==> src/rtl/instruction_fetch.sv <==
// Instruction fetch stage: owns the program counter, issues word reads to
// instruction memory over a req/ack handshake, and drives the IF/OF pipeline
// register. A stalled return is parked in a one-entry hold buffer, and a
// redirect that arrives while a read is in flight makes the stage wait for
// that read and discard it.
module instruction_fetch #(
    parameter logic [31:0] RESET_PC = 32'h0000_0000,
    parameter int          PC_INC   = 4
) (
    input  logic        clk,
    input  logic        reset,
    output logic        imem_req,
    output logic [31:0] imem_addr,
    input  logic        imem_ack,
    input  logic [31:0] imem_rdata,
    input  logic        stall,
    input  logic        is_branch_taken,
    input  logic [31:0] branch_pc,
    output logic        if_of_valid,
    output logic [31:0] if_of_instruction,
    output logic [31:0] if_of_pc
);

    typedef enum logic [1:0] {
        S_FETCH = 2'b00,
        S_HOLD  = 2'b01,
        S_DROP  = 2'b10
    } state_t;

    localparam logic [31:0] PC_STEP = 32'(PC_INC);

    // Clear the two low address bits so every fetch is word aligned.
    function automatic logic [31:0] align_word(input logic [31:0] addr);
        return addr & ~32'h0000_0003;
    endfunction

    state_t      state_r,       state_s;
    logic [31:0] pc_r,          pc_s;
    logic [31:0] drop_addr_r,   drop_addr_s;
    logic [31:0] hold_instr_r,  hold_instr_s;
    logic [31:0] hold_pc_r,     hold_pc_s;
    logic        valid_r,       valid_s;
    logic [31:0] instr_r,       instr_s;
    logic [31:0] of_pc_r,       of_pc_s;

    logic [31:0] pc_next_seq_s;
    logic [31:0] branch_target_s;

    // Sequential successor (wraps modulo 2^32) and aligned redirect target.
    always_comb begin
        pc_next_seq_s   = pc_r + PC_STEP;
        branch_target_s = align_word(branch_pc);
    end

    // Next-state and register-update decode for the fetch FSM.
    always_comb begin
        state_s      = state_r;
        pc_s         = pc_r;
        drop_addr_s  = drop_addr_r;
        hold_instr_s = hold_instr_r;
        hold_pc_s    = hold_pc_r;
        valid_s      = valid_r;
        instr_s      = instr_r;
        of_pc_s      = of_pc_r;

        case (state_r)
            S_FETCH: begin
                if (is_branch_taken) begin
                    // Redirect wins over everything, including stall.
                    valid_s = 1'b0;
                    pc_s    = branch_target_s;
                    if (!imem_ack) begin
                        // The request at pc is still in flight; wait it out.
                        drop_addr_s = pc_r;
                        state_s     = S_DROP;
                    end else begin
                        // Returned word is wrong-path; just drop it.
                        state_s = S_FETCH;
                    end
                end else if (imem_ack && !stall) begin
                    instr_s = imem_rdata;
                    of_pc_s = pc_r;
                    valid_s = 1'b1;
                    pc_s    = pc_next_seq_s;
                end else if (imem_ack && stall) begin
                    // OF is busy: park the word and stop requesting.
                    hold_instr_s = imem_rdata;
                    hold_pc_s    = pc_r;
                    pc_s         = pc_next_seq_s;
                    state_s      = S_HOLD;
                end else if (!stall) begin
                    valid_s = 1'b0;
                end else begin
                    valid_s = valid_r;
                end
            end

            S_HOLD: begin
                if (is_branch_taken) begin
                    hold_instr_s = 32'h0000_0000;
                    hold_pc_s    = 32'h0000_0000;
                    valid_s      = 1'b0;
                    pc_s         = branch_target_s;
                    state_s      = S_FETCH;
                end else if (!stall) begin
                    instr_s      = hold_instr_r;
                    of_pc_s      = hold_pc_r;
                    valid_s      = 1'b1;
                    hold_instr_s = 32'h0000_0000;
                    hold_pc_s    = 32'h0000_0000;
                    state_s      = S_FETCH;
                end else begin
                    state_s = S_HOLD;
                end
            end

            S_DROP: begin
                valid_s = 1'b0;
                if (is_branch_taken) begin
                    pc_s = branch_target_s;
                end else begin
                    pc_s = pc_r;
                end
                if (imem_ack) begin
                    state_s = S_FETCH;
                end else begin
                    state_s = S_DROP;
                end
            end

            default: begin
                valid_s = 1'b0;
                state_s = S_FETCH;
            end
        endcase
    end

    // State, program counter, hold buffer and IF/OF pipeline register.
    always_ff @(posedge clk or posedge reset) begin
        if (reset) begin
            state_r      <= S_FETCH;
            pc_r         <= RESET_PC;
            drop_addr_r  <= 32'h0000_0000;
            hold_instr_r <= 32'h0000_0000;
            hold_pc_r    <= 32'h0000_0000;
            valid_r      <= 1'b0;
            instr_r      <= 32'h0000_0000;
            of_pc_r      <= 32'h0000_0000;
        end else begin
            state_r      <= state_s;
            pc_r         <= pc_s;
            drop_addr_r  <= drop_addr_s;
            hold_instr_r <= hold_instr_s;
            hold_pc_r    <= hold_pc_s;
            valid_r      <= valid_s;
            instr_r      <= instr_s;
            of_pc_r      <= of_pc_s;
        end
    end

    // Memory request decodes straight from state so a fetch can issue the
    // cycle after reset and the cycle after every accepted return.
    always_comb begin
        imem_req  = (state_r == S_FETCH) || (state_r == S_DROP);
        if (state_r == S_DROP) begin
            imem_addr = drop_addr_r;
        end else begin
            imem_addr = pc_r;
        end
    end

    assign if_of_valid       = valid_r;
    assign if_of_instruction = instr_r;
    assign if_of_pc          = of_pc_r;

endmodule
==> config.mk <==
export PLATFORM = sky130hd
export DESIGN_NAME = instruction_fetch
export DESIGN_NICKNAME = d
export VERILOG_FILES = /design/src/rtl/instruction_fetch.sv
export SDC_FILE = /design/constraint.sdc
export NUM_CORES = 1
export LEC_CHECK = 0
export ABC_AREA = 1
export CAP_MARGIN = 5
export CORE_MARGIN = 1
export CORE_UTILIZATION = 35
export CTS_BUF_LIST = sky130_fd_sc_hd__clkbuf_8
export DETAILED_ROUTE_END_ITERATION = 10
export PLACE_DENSITY_LB_ADDON = 0.15
export SLEW_MARGIN = 10
export SYNTH_ARGS = -nofsm -noshare
export SYNTH_HDL_FRONTEND = slang
export SYNTH_SLANG_ARGS = --single-unit
==> constraint.sdc <==
create_clock -name clk -period 6.3 [get_ports clk]
set_input_delay 1.575 -clock clk [delete_from_list [all_inputs] [get_ports clk]]
set_output_delay 1.575 -clock clk [all_outputs]
set_load 0.02 [all_outputs]
# After elaboration in Yosys (flattened, before gate mapping)
# Index checks and enable logic that the tools add are counted.
[classes]
add_sub_neg = 1
multipliers = 0
n_div = 0
n_lt_le_gt_ge = 0
n_eq_ne = 15
n_shift = 0
n_mux = 40
n_bitwise = 1
n_reduce_logical = 14
[ops]
columns = ["operator", "n"]
rows = [
  ["2-to-1 mux 32 bit", 21],
  ["one-hot mux 32 bit (2 select lines)", 5],
  ["adder 32 x 3 -> 32 bit (second input constant)", 1],
  ["!= test 2 bit (second input constant)", 6],
  ["!= test 4 bit (second input constant)", 3],
  ["AND reduction 5 bit", 2],
  ["!= test 3 bit (second input constant)", 3],
  ["AND reduction 3 bit", 3],
  ["2-to-1 mux 1 bit", 8],
  ["2-to-1 mux 2 bit", 4],
  ["one-hot mux 2 bit (3 select lines)", 1],
  ["nonzero test 2 bit", 2],
  ["== test 2 x 1 -> 1 bit (second input constant)", 1],
  ["== test 2 bit (second input constant)", 1],
  ["logical AND 1 bit", 2],
  ["logical NOT 2 bit", 1],
  ["!= test 2 x 1 -> 1 bit (second input constant)", 1],
  ["one-hot mux 1 bit (2 select lines)", 1],
  ["AND reduction 2 bit", 1],
  ["OR reduction 2 bit", 1],
  ["logical NOT 1 bit", 1],
  ["logical OR 1 bit", 1],
  ["inverter 1 bit", 1],
]
[totals]
regBits = 195
latch_bits = 0
ram_bits = 0
romBits = 0
input_bits = 69
mem_count = 0

# Longest topological paths before layout
# Gate-level depths: netlist of run 1.
[logic_depth]
depth_word = 5
mapped_depth = 11

# Worst setup path after synthesis of run 1
# No wires, ideal clock.
[synth_timing]
path_type = "reg2out"
from = "register state_r[0]"
to = "output imem_addr[10]"
t_arrival_ps = 1429
required_time_ps = 4725
slack_ps = 3296
path_stages_with_launch = 6
path_buffers = 2
cell_sequence = "dfrtp_1 > inv_1 > ha_1 > clkbuf_1 > clkbuf_1 > o21ai_0"
[synth_via]
elab_chain_cells = 2
[synth_rtl]
columns = ["element", "line", "source"]
rows = [
  ["from (decl)", "37", "state_t state_r, state_s;"],
  ["from (signal assigned)", "150", "state_r <= state_s;"],
  ["== test 2 bit", "165", "if (state_r == S_DROP) begin"],
  ["2-to-1 mux 32 bit", "165", ""],
  ["to (decl)", "13", "output logic [31:0] imem_addr,"],
]
# No other way between the ends.

# Final worst setup path of run 1
[layout_timing]
from = "register state_r[0]"
to = "output imem_addr[20]"
# The elaborated chain is that of the path after synthesis.

==> flow_metrics.tcl, run 1 <==
set metrics [dict create \
    outcome "complete, no violations" \
    synth_cell_types 29 \
    power_density_mw_per_mm2 578.1 \
    max_clock_freq_mhz 231.0 \
    vdd_drop_max_mv 0.2309 \
    hpwlAfterDp_mm 15.79 \
    netlist_area_sq_mm 0.009066 \
    cp.required_ns 4.72 \
    ys_seq_area_share_pct 52.17 \
    post_cts_resized 0 \
    drc_errors 0 \
    power_switching_mw 2.941 \
    nets 1334 \
    wl_mm 23.61 \
    cts_tree "done" \
    dp.cells 1571 \
    path_max_fanout 62 \
    drv_cap 0 \
    routed_via_density 4.867 \
    ant_nets 0 \
    diodes 0 \
    clock-skew-final_ns 0.02431 \
    start_util_pct 35.80 \
    syn_inst 1135 \
    vias 7801 \
    post_cts_buffers 0 \
    overflow 0 \
    synth-seq-cells 189 \
    post_synth.cell_area_avg_sq_um 7.988 \
    io_buffers 162 \
    dr.pass1.iters 5 \
    ys_warn_count 0 \
    synth_area_leaders "dfrtp_1, nand2_1, nor2_1" \
    p_clk_share_pct 13.6 \
    grtUsageTotal_pct 18.28 \
    final.period_utilization_pct 68.72 \
    hold_violations 0 \
    ios 167 \
    cts_buffers 17 \
    finalSetupViolCount 0 \
    synth_area_leader_cell "dfrtp_1" \
    layout_min_cycle_time_ns 4.330 \
    die_width_um 162.9 \
    fin_ws_ns 1.970 \
    power_frac_comb_pct 52.0 \
    grt_pass1_wl_mm 38.25 \
    intPower_mw 3.613 \
    p_leak_nw 4.808 \
    clock-sinks 189 \
    rows 58 \
    worstSetupEndpointType "primary output" \
    place_ws_ns 2.132 \
    grt_pass1_vias 7213 \
    power_frac_seq_pct 34.4 \
    worst_pin_slew_ns 1.129 \
    hold_class "reg -> reg" \
    gp_congestion 0.7814 \
    wl_per_cell_um 14.73 \
    slew_violations 0 \
    drt_iter0_drc 522 \
    critPathKind "reg -> out" \
    antenna_found_initial 0 \
    cts_root_buf "clkbuf_8" \
    clk-insertion-delay-late_ns 0.46 \
    die_h_um 162.9 \
    cts.hold.buffers_added 0 \
    layout-drive-gt1-share_pct 4.713 \
    grt_max_degree 125 \
    cts_max_level 4 \
    final_cells 1603 \
    switching_share_pct 44.87 \
    fin_tns_setup_ns 0 \
    rsz0062_at_grt "no" \
    dieArea_sq_mm 0.02655 \
    core_sq_mm 0.02533 \
    clk_path_buf_depth 2 \
    areaGrowthSynthToFinish_pct 25.03 \
    arrival_ns 2.75 \
    slew_headroom_pct 24.63 \
    clk_pin_slew_ns 0.11 \
    synth_top_cell_area_share_pct 52.17 \
    cp-start-kind "flip-flop" \
]
==> critical path: stages (launching register included) <==
cell and delay [ns]:
dfrtp_1 0.42, inv_1 0.11, ha_2 0.82, nand2_1 0.12, o21ai_0 0.14, clkdlybuf4s50_1 0.66
==> metrics by stage <==
step                instance area [sq um]  power, mW  utilization (%)  hold WS (ns)
floorplan                            9074      4.452                -        0.4529
global placement                    10900      5.645            43.03        0.4665
detailed placement                  10900      5.717            43.03        0.4735
CTS                                 11340      6.632            44.76        0.4998
global route                        11340      7.112            44.76        0.5116
finish                              11340      6.554            44.76        0.4948
==> power groups by stage <==
stage / Combinational, mW / Sequential (mW) / Clock, mW
after floorplan: 2.03 / 2.42 / 0
after global placement: 3.38 / 2.26 / 0
after detailed placement: 3.43 / 2.29 / 0
after CTS: 3.44 / 2.26 / 0.929
after global routing: 3.80 / 2.34 / 0.975
final: 3.41 / 2.25 / 0.893
==> registers in the layout, summed over array words and instances, names as in the netlist <==
register and flops:
if_of_instruction 32, drop_addr_r 30, state_r 2, if_of_valid 1
hold_instr_r 32, hold_pc_r 31, if_of_pc 31, pc_r 30
==> area by class of cell <==
class	instances	area [sq um]
fill	2507	13990
sequential	189	4730
multi-input combinational	824	3820
timing repair buffer	172	1722
tap	330	412.9
clock buffer	19	261.5
inverter	56	214.0
clock inverter	13	176.4
==> kinds of logic after synthesis <==
family | share of synthesized area, %
and+or+nand+nor | 25.75
AOI/OAI and AO/OA | 15.33
DFF | 52.17
buffers and inverters | 6.017
adders and majority gates | 0.6900
other | 0.04136
==> worst paths after layout <==
kind                       slack (ns)               startpoint  cells past startpoint                      endpoint
setup / recovery                 1.97   state_r[0]$_DFFE_PP0P_                      5                 imem_addr[20]
min in group asynchronous        1.48                    reset                      2  hold_instr_r[25]$_DFFE_PP0P_
max in group asynchronous        3.90                    reset                      3      if_of_pc[26]$_DFFE_PP0P_
setup reg to reg                 3.37   state_r[1]$_DFFE_PP0P_                      8     hold_pc_r[26]$_DFFE_PP0P_
hold reg to reg                  0.49  if_of_pc[7]$_DFFE_PP0P_                      1       if_of_pc[7]$_DFFE_PP0P_
hold / removal                   0.49  if_of_pc[7]$_DFFE_PP0P_                      1       if_of_pc[7]$_DFFE_PP0P_
==> cells in the mapped netlist <==
cell type  number
nand2_1       318
inv_2           3
nand4_1         2
o21ai_1         3
nor3_1          2
a21oi_2         1
nor2_2          5
and2_1          1
a31oi_1         1
nand3b_1        1
buf_1           1
o21ai_0        81
buf_4          16
a22oi_1         3
nand3_1       102
o31ai_1         1
inv_1          53
nor2_1        145
a21oi_1        76
dfrtp_1       189
o22ai_1         8
ha_1            5
a21oi_4         1
o31ai_2         1
or2_2           3
clkbuf_1       31
o21a_1         62
conb_1          1
buf_2          19
==> layout by cell type (no fill, tap or decap), drive strengths merged, types with 3 or more instances in the layout <==
cell	Yosys	final
nand2	318	318
dfrtp	189	189
clkdlybuf4s50	0	162
nor2	150	150
nand3	102	102
o21ai	84	84
a21oi	78	78
o21a	62	62
inv	56	61
clkbuf	31	19
buf	36	10
o22ai	8	8
ha	5	5
or2	3	3
clkinvlp	0	3
a22oi	3	3
bufinv	0	3
==> routing by layer <==
metal	global-route usage, %	routed length [um]	vias up
met1	27.39	12260	3649
met4	3.951	158	0
met3	3.259	1076	10
met2	27.29	10110	197
met5	0	0	-
li1	-	-	3945
Note: power is estimated with default switching activity, not from simulation.
==> inputs of run 2 (changes only) <==
clock period = 4.3 ns   (was 6.3 ns; I/O delays follow)
==> flow_metrics.tcl, run 2 (synthesis results as in run 1) <==
set metrics [dict create \
    cts_tree "done" \
    rsz0062_at_grt "no" \
    nets 1346 \
    ios 167 \
    routed_via_density 4.815 \
    hold_class "reg -> reg" \
    hp-start "if_of_pc[15]$_DFFE_PP0P_" \
    dieArea_sq_mm 0.02655 \
    grt_max_degree 126 \
    grt_pass1_wl_mm 37.85 \
    areaGrowthSynthToFinish_pct 26.33 \
    clock-sinks 189 \
    drt_iter0_drc 610 \
    finalSetupViolCount 0 \
    clock-skew-final_ns 0.02122 \
    cts_root_buf "clkbuf_8" \
    clk_path_buf_depth 2 \
    fin_tns_setup_ns 0 \
    vias 7777 \
    layout_min_cycle_time_ns 3.792 \
    r2r_slack_ns 1.75 \
    max_clock_freq_mhz 263.7 \
    post_cts_buffers 0 \
    layout_commonest_cell "nand2_1" \
    rows 58 \
    cp_slowest_cell "ha_2" \
    arrival_ns 2.72 \
    ff_latch_area_sq_mm 0.004730 \
    slew_violations 0 \
    rr_endpoint "pc_r[17]$_DFFE_PP0P_" \
    drc_errors 0 \
    slew_headroom_pct 33.36 \
    p_clk_share_pct 12.7 \
    rr_worst_depth 10 \
    wl_per_cell_um 14.48 \
    final.period_utilization_pct 88.19 \
    p_leak_nw 4.881 \
    post_cts_resized 0 \
    outcome "complete, no violations" \
    final.fill_count 2553 \
    start_util_pct 35.80 \
    worstSetupEndpointType "primary output" \
    layout-drive-gt1-share_pct 5.447 \
    reg2reg_from "state_r[0]$_DFFE_PP0P_" \
    intPower_mw 5.290 \
    clk-insertion-delay-late_ns 0.46 \
    die_width_um 162.9 \
    holdPathStages 1 \
    core_sq_mm 0.02533 \
    whs_endpoint "if_of_pc[15]$_DFFE_PP0P_" \
    cts_max_level 4 \
    clk_pin_slew_ns 0.10 \
    crit_chain "inv_1 -> ha_2 -> buf_4 -> nand2_1 -> o21ai_0 -> clkdlybuf4s50_1" \
    gp_congestion 0.8495 \
    drv_cap 0 \
    hpwlAfterDp_mm 16.11 \
    power_frac_seq_pct 34.5 \
    cp-start-kind "flip-flop" \
    vdd_drop_max_mv 0.4009 \
    power_switching_mw 4.277 \
    grt_pass1_vias 7300 \
    final_util_pct 45.22 \
    ant_nets 0 \
    power_frac_comb_pct 52.8 \
    critPathKind "reg -> out" \
    dr.pass1.iters 5 \
    overflow 0 \
    final_cell_mix "nand2_1, dfrtp_1, clkdlybuf4s50_1, nor2_1, nand3_1" \
    path_max_fanout 44 \
    max_stage_delay_ns 0.65 \
    grtUsageTotal_pct 18.26 \
    cts_buffers 17 \
    die_h_um 162.9 \
    diodes 0 \
    switching_share_pct 44.70 \
    multi_input_area_sq_mm 0.003820 \
    cp.required_ns 3.22 \
    power_density_mw_per_mm2 835.3 \
    antenna_found_initial 0 \
    wl_mm 23.38 \
    worst_pin_slew_ns 0.9975 \
    cts.hold.buffers_added 0 \
    io_buffers 162 \
    hold_violations 0 \
]
-- run 2: per-stage QoR --
stage	hold WS [ns]	std cells	instance area [sq um]	setup slack (ns)	power (mW)
after floorplan	0.4529	1136	9074	0.7905	6.523
after global placement	0.4664	1583	11050	1.002	8.342
after CTS	0.5018	1615	11450	0.4407	9.683
after detailed placement	0.4771	1583	11050	0.9821	8.434
after global routing	0.5090	1615	11450	0.2634	10.40
final	0.4932	1615	11450	0.5079	9.567
-- run 2: layer usage --
layer  part of all wire, %  global-route usage [%]  vias up
met3                   5.0                   3.463        8
met2                    42                   27.52      211
li1                      -                       -     3978
met5                     0                       0        -
met4                  0.82                   4.376        0
met1                    52                   26.85     3580
-- run 2: worst max-delay path by stage --
stage,slack [ns],endpoint,cells past startpoint,startpoint
detailed placement,0.98,imem_addr[23],6,state_r[0]$_DFFE_PP0P_
global route,0.26,imem_addr[23],6,state_r[0]$_DFFE_PP0P_
finish,0.51,imem_addr[23],6,state_r[0]$_DFFE_PP0P_
floorplan,0.79,drop_addr_r[10]$_DFFE_PP0P_,1,reset
CTS,0.44,imem_addr[23],6,state_r[0]$_DFFE_PP0P_
global placement,1.00,imem_addr[23],6,state_r[0]$_DFFE_PP0P_
-- run 2: area by class of cell --
type	instances	share of cell area, %
Tap cell	330	3.605
Inverter	56	1.868
Clock buffer	19	2.283
Sequential cell	189	41.29
Clock inverter	13	1.234
Timing Repair Buffer	184	16.36
Multi-Input combinational cell	824	33.35
-- run 2: power by group through the flow --
stage	Combinational (mW)	Clock, mW	Sequential, mW
floorplan	2.97	0	3.55
global placement	5.02	0	3.32
detailed placement	5.09	0	3.35
CTS	5.12	1.26	3.31
global route	5.64	1.33	3.44
finish	5.05	1.21	3.30
-- run 2: worst max-delay path, delay by kind of cell, from the launching register on --
kind	cells	cell delay [ns]
buffers and inverters	3	1.03
adder cells (fa/ha/maj)	1	0.65
flip-flops	1	0.42
AO/OA/AOI/OAI	1	0.09
AND/OR/NAND/NOR	1	0.06
==> inputs of run 3 (changes only) <==
ABC_AREA = unset   (was 1)
CORE_UTILIZATION = 25   (was 35)
TNS_END_PERCENT = 50   (was unset)
==> flow_metrics.tcl, run 3 <==
set metrics [dict create \
    nets 1130 \
    gp_congestion 0.7593 \
    fin_tns_setup_ns 0 \
    postLayoutCellArea_sq_mm 0.01115 \
    cp.required_ns 3.22 \
    synth_top_cells_by_count "nand2_1, dfrtp_1, nor2_1" \
    cts.hold.buffers_added 0 \
    slew_violations 0 \
    post_cts_buffers 0 \
    final_cells 1516 \
    power_density_mw_per_mm2 723.1 \
    ios 167 \
    ys.flop_type "dfrtp_1" \
    netlist_area_sq_mm 0.008683 \
    hpwlAfterDp_mm 17.01 \
    diodes 0 \
    cp-start-kind "flip-flop" \
    critPathKind "reg -> out" \
    arrival_ns 2.69 \
    vias 7072 \
    p_leak_nw 4.503 \
    rows 67 \
    start_util_pct 25.64 \
    synth_cell_types 51 \
    drv_cap 0 \
    layout_commonest_cell "nand2_1" \
    syn_inst 933 \
    cts_root_buf "clkbuf_8" \
    worstSetupEndpointType "primary output" \
    io_buffers 162 \
    cts_max_level 4 \
    worst_pin_slew_ns 0.9531 \
    overflow 0 \
    areaGrowthSynthToFinish_pct 28.39 \
    synth-seq-cells 189 \
    grt_max_degree 126 \
    hold_violations 0 \
    slew_headroom_pct 36.33 \
    dp.cells 1485 \
    ys_warn_count 0 \
    post_cts_resized 0 \
    max_clock_freq_mhz 265.4 \
    clk_path_buf_depth 2 \
    grt_pass1_vias 7013 \
    post_synth.cell_area_avg_sq_um 9.307 \
    dpl-instance-area_sq_mm 0.01080 \
    core_sq_mm 0.03387 \
    grtUsageTotal_pct 14.73 \
    synth_edf_count 0 \
    hold_ws_ns 0.4863 \
    synthArstFlopShare_pct 100.0 \
    vdd_drop_max_mv 0.2508 \
    wl_per_cell_um 16.81 \
    finalSetupViolCount 0 \
    finalPower_mw 8.061 \
    drt_iter0_drc 412 \
    r2r_slack_ns 1.65 \
    clk-insertion-delay-late_ns 0.48 \
    drc_errors 0 \
    final.fill_count 3550 \
    path_max_fanout 29 \
    dr.pass1.iters 5 \
    rsz0062_at_grt "no" \
    wl_mm 25.49 \
    ant_nets 0 \
    die_width_um 188.4 \
    rr_worst_depth 7 \
    fin_ws_ns 0.5315 \
    synth_area_leader_cell "dfrtp_1" \
    cts_tree "done" \
    routed_via_density 4.665 \
    grt_pass1_wl_mm 41.08 \
    clk_pin_slew_ns 0.09 \
    place_ws_ns 0.9394 \
    layout_min_cycle_time_ns 3.768 \
    synth_top_cell_area_share_pct 54.47 \
    ys_seq_area_share_pct 54.47 \
    final_util_pct 32.92 \
    layout-drive-gt1-share_pct 10.96 \
    hold_class "reg -> reg" \
    clock-skew-final_ns 0.02193 \
    antenna_found_initial 0 \
    final_cell_mix "nand2_1, dfrtp_1, clkdlybuf4s50_1, nor2_1, o21ai_0" \
    synth_area_leaders "dfrtp_1, nand2_1, mux2_2" \
    die_h_um 188.4 \
    clock-sinks 189 \
    holdPathStages 2 \
    dieArea_sq_mm 0.03548 \
    yosysMostFrequentCell "nand2_1" \
    cts_buffers 17 \
    outcome "complete, no violations" \
    final.period_utilization_pct 87.64 \
]
-- run 3: cell count changes in the layout (fill, tap and decap cells not counted), sizes merged, moves of 46 or more --
cell and delta:
nand3 -89, o21a -61, nor2 -61, a31oi +65, inv -46, mux2 +54, nand2 -101
-- run 3: routing by layer --
| metal | wire [um] | part of all wire, % | vias to the layer above | track usage (%) |
|---|---|---|---|---|
| li1 | - | - | 3477 | - |
| met1 | 13280 | 52 | 3379 | 22.18 |
| met2 | 10930 | 43 | 199 | 21.86 |
| met3 | 1020 | 4.0 | 17 | 2.198 |
| met4 | 263 | 1.0 | 0 | 3.722 |
| met5 | 0 | 0 | - | 0 |
-- run 3: path summary, 6_finish.rpt --
| path | start | endpoint |
|---|---|---|
| worst max-delay path | state_r[0]$_DFFE_PP0P_ | imem_addr[22] |
| worst min-delay path | hold_pc_r[5]$_DFFE_PP0P_ | hold_pc_r[5]$_DFFE_PP0P_ |
| worst max register to register | state_r[1]$_DFFE_PP0P_ | hold_pc_r[25]$_DFFE_PP0P_ |
| worst min register to register | hold_pc_r[5]$_DFFE_PP0P_ | hold_pc_r[5]$_DFFE_PP0P_ |
| max in group asynchronous | reset | hold_pc_r[24]$_DFFE_PP0P_ |
| min in group asynchronous | reset | if_of_instruction[26]$_DFFE_PP0P_ |
-- run 3: area by class of cell --
type                       count  area [sq um]  share of cell area, %
timing repair buffer         179          1812                  16.25
clock buffer                  17         234.0                  2.099
clock inverter                14         115.1                  1.033
sequential                   189          4730                  42.42
inverter                      10         41.29                 0.3704
multi-input combinational    659          3656                  32.79
tap                          448         560.5                  5.028
-- run 3: power breakdown --
| group | leakage, nW | internal [mW] | switching [mW] |
|---|---|---|---|
| combinational | 2.14 | 1.69 | 1.98 |
| clock | 0.162 | 0.407 | 0.694 |
| sequential | 2.20 | 2.60 | 0.688 |
-- run 3: kinds of logic after synthesis --
| family | share of synthesized area [%] |
|---|---|
| other cells | 0.04319 |
| buf+inv | 4.121 |
| mux | 7.233 |
| flops | 54.47 |
| fa+ha+maj | 0.7205 |
| compound gates | 15.39 |
| simple gates | 18.03 |
-- run 3: critical path: stages (launching register included) --
cell and delay, ns:
dfrtp_1 0.43, inv_1 0.10, ha_1 0.31, buf_4 0.44, mux2_2 0.40, clkdlybuf4s50_1 0.54
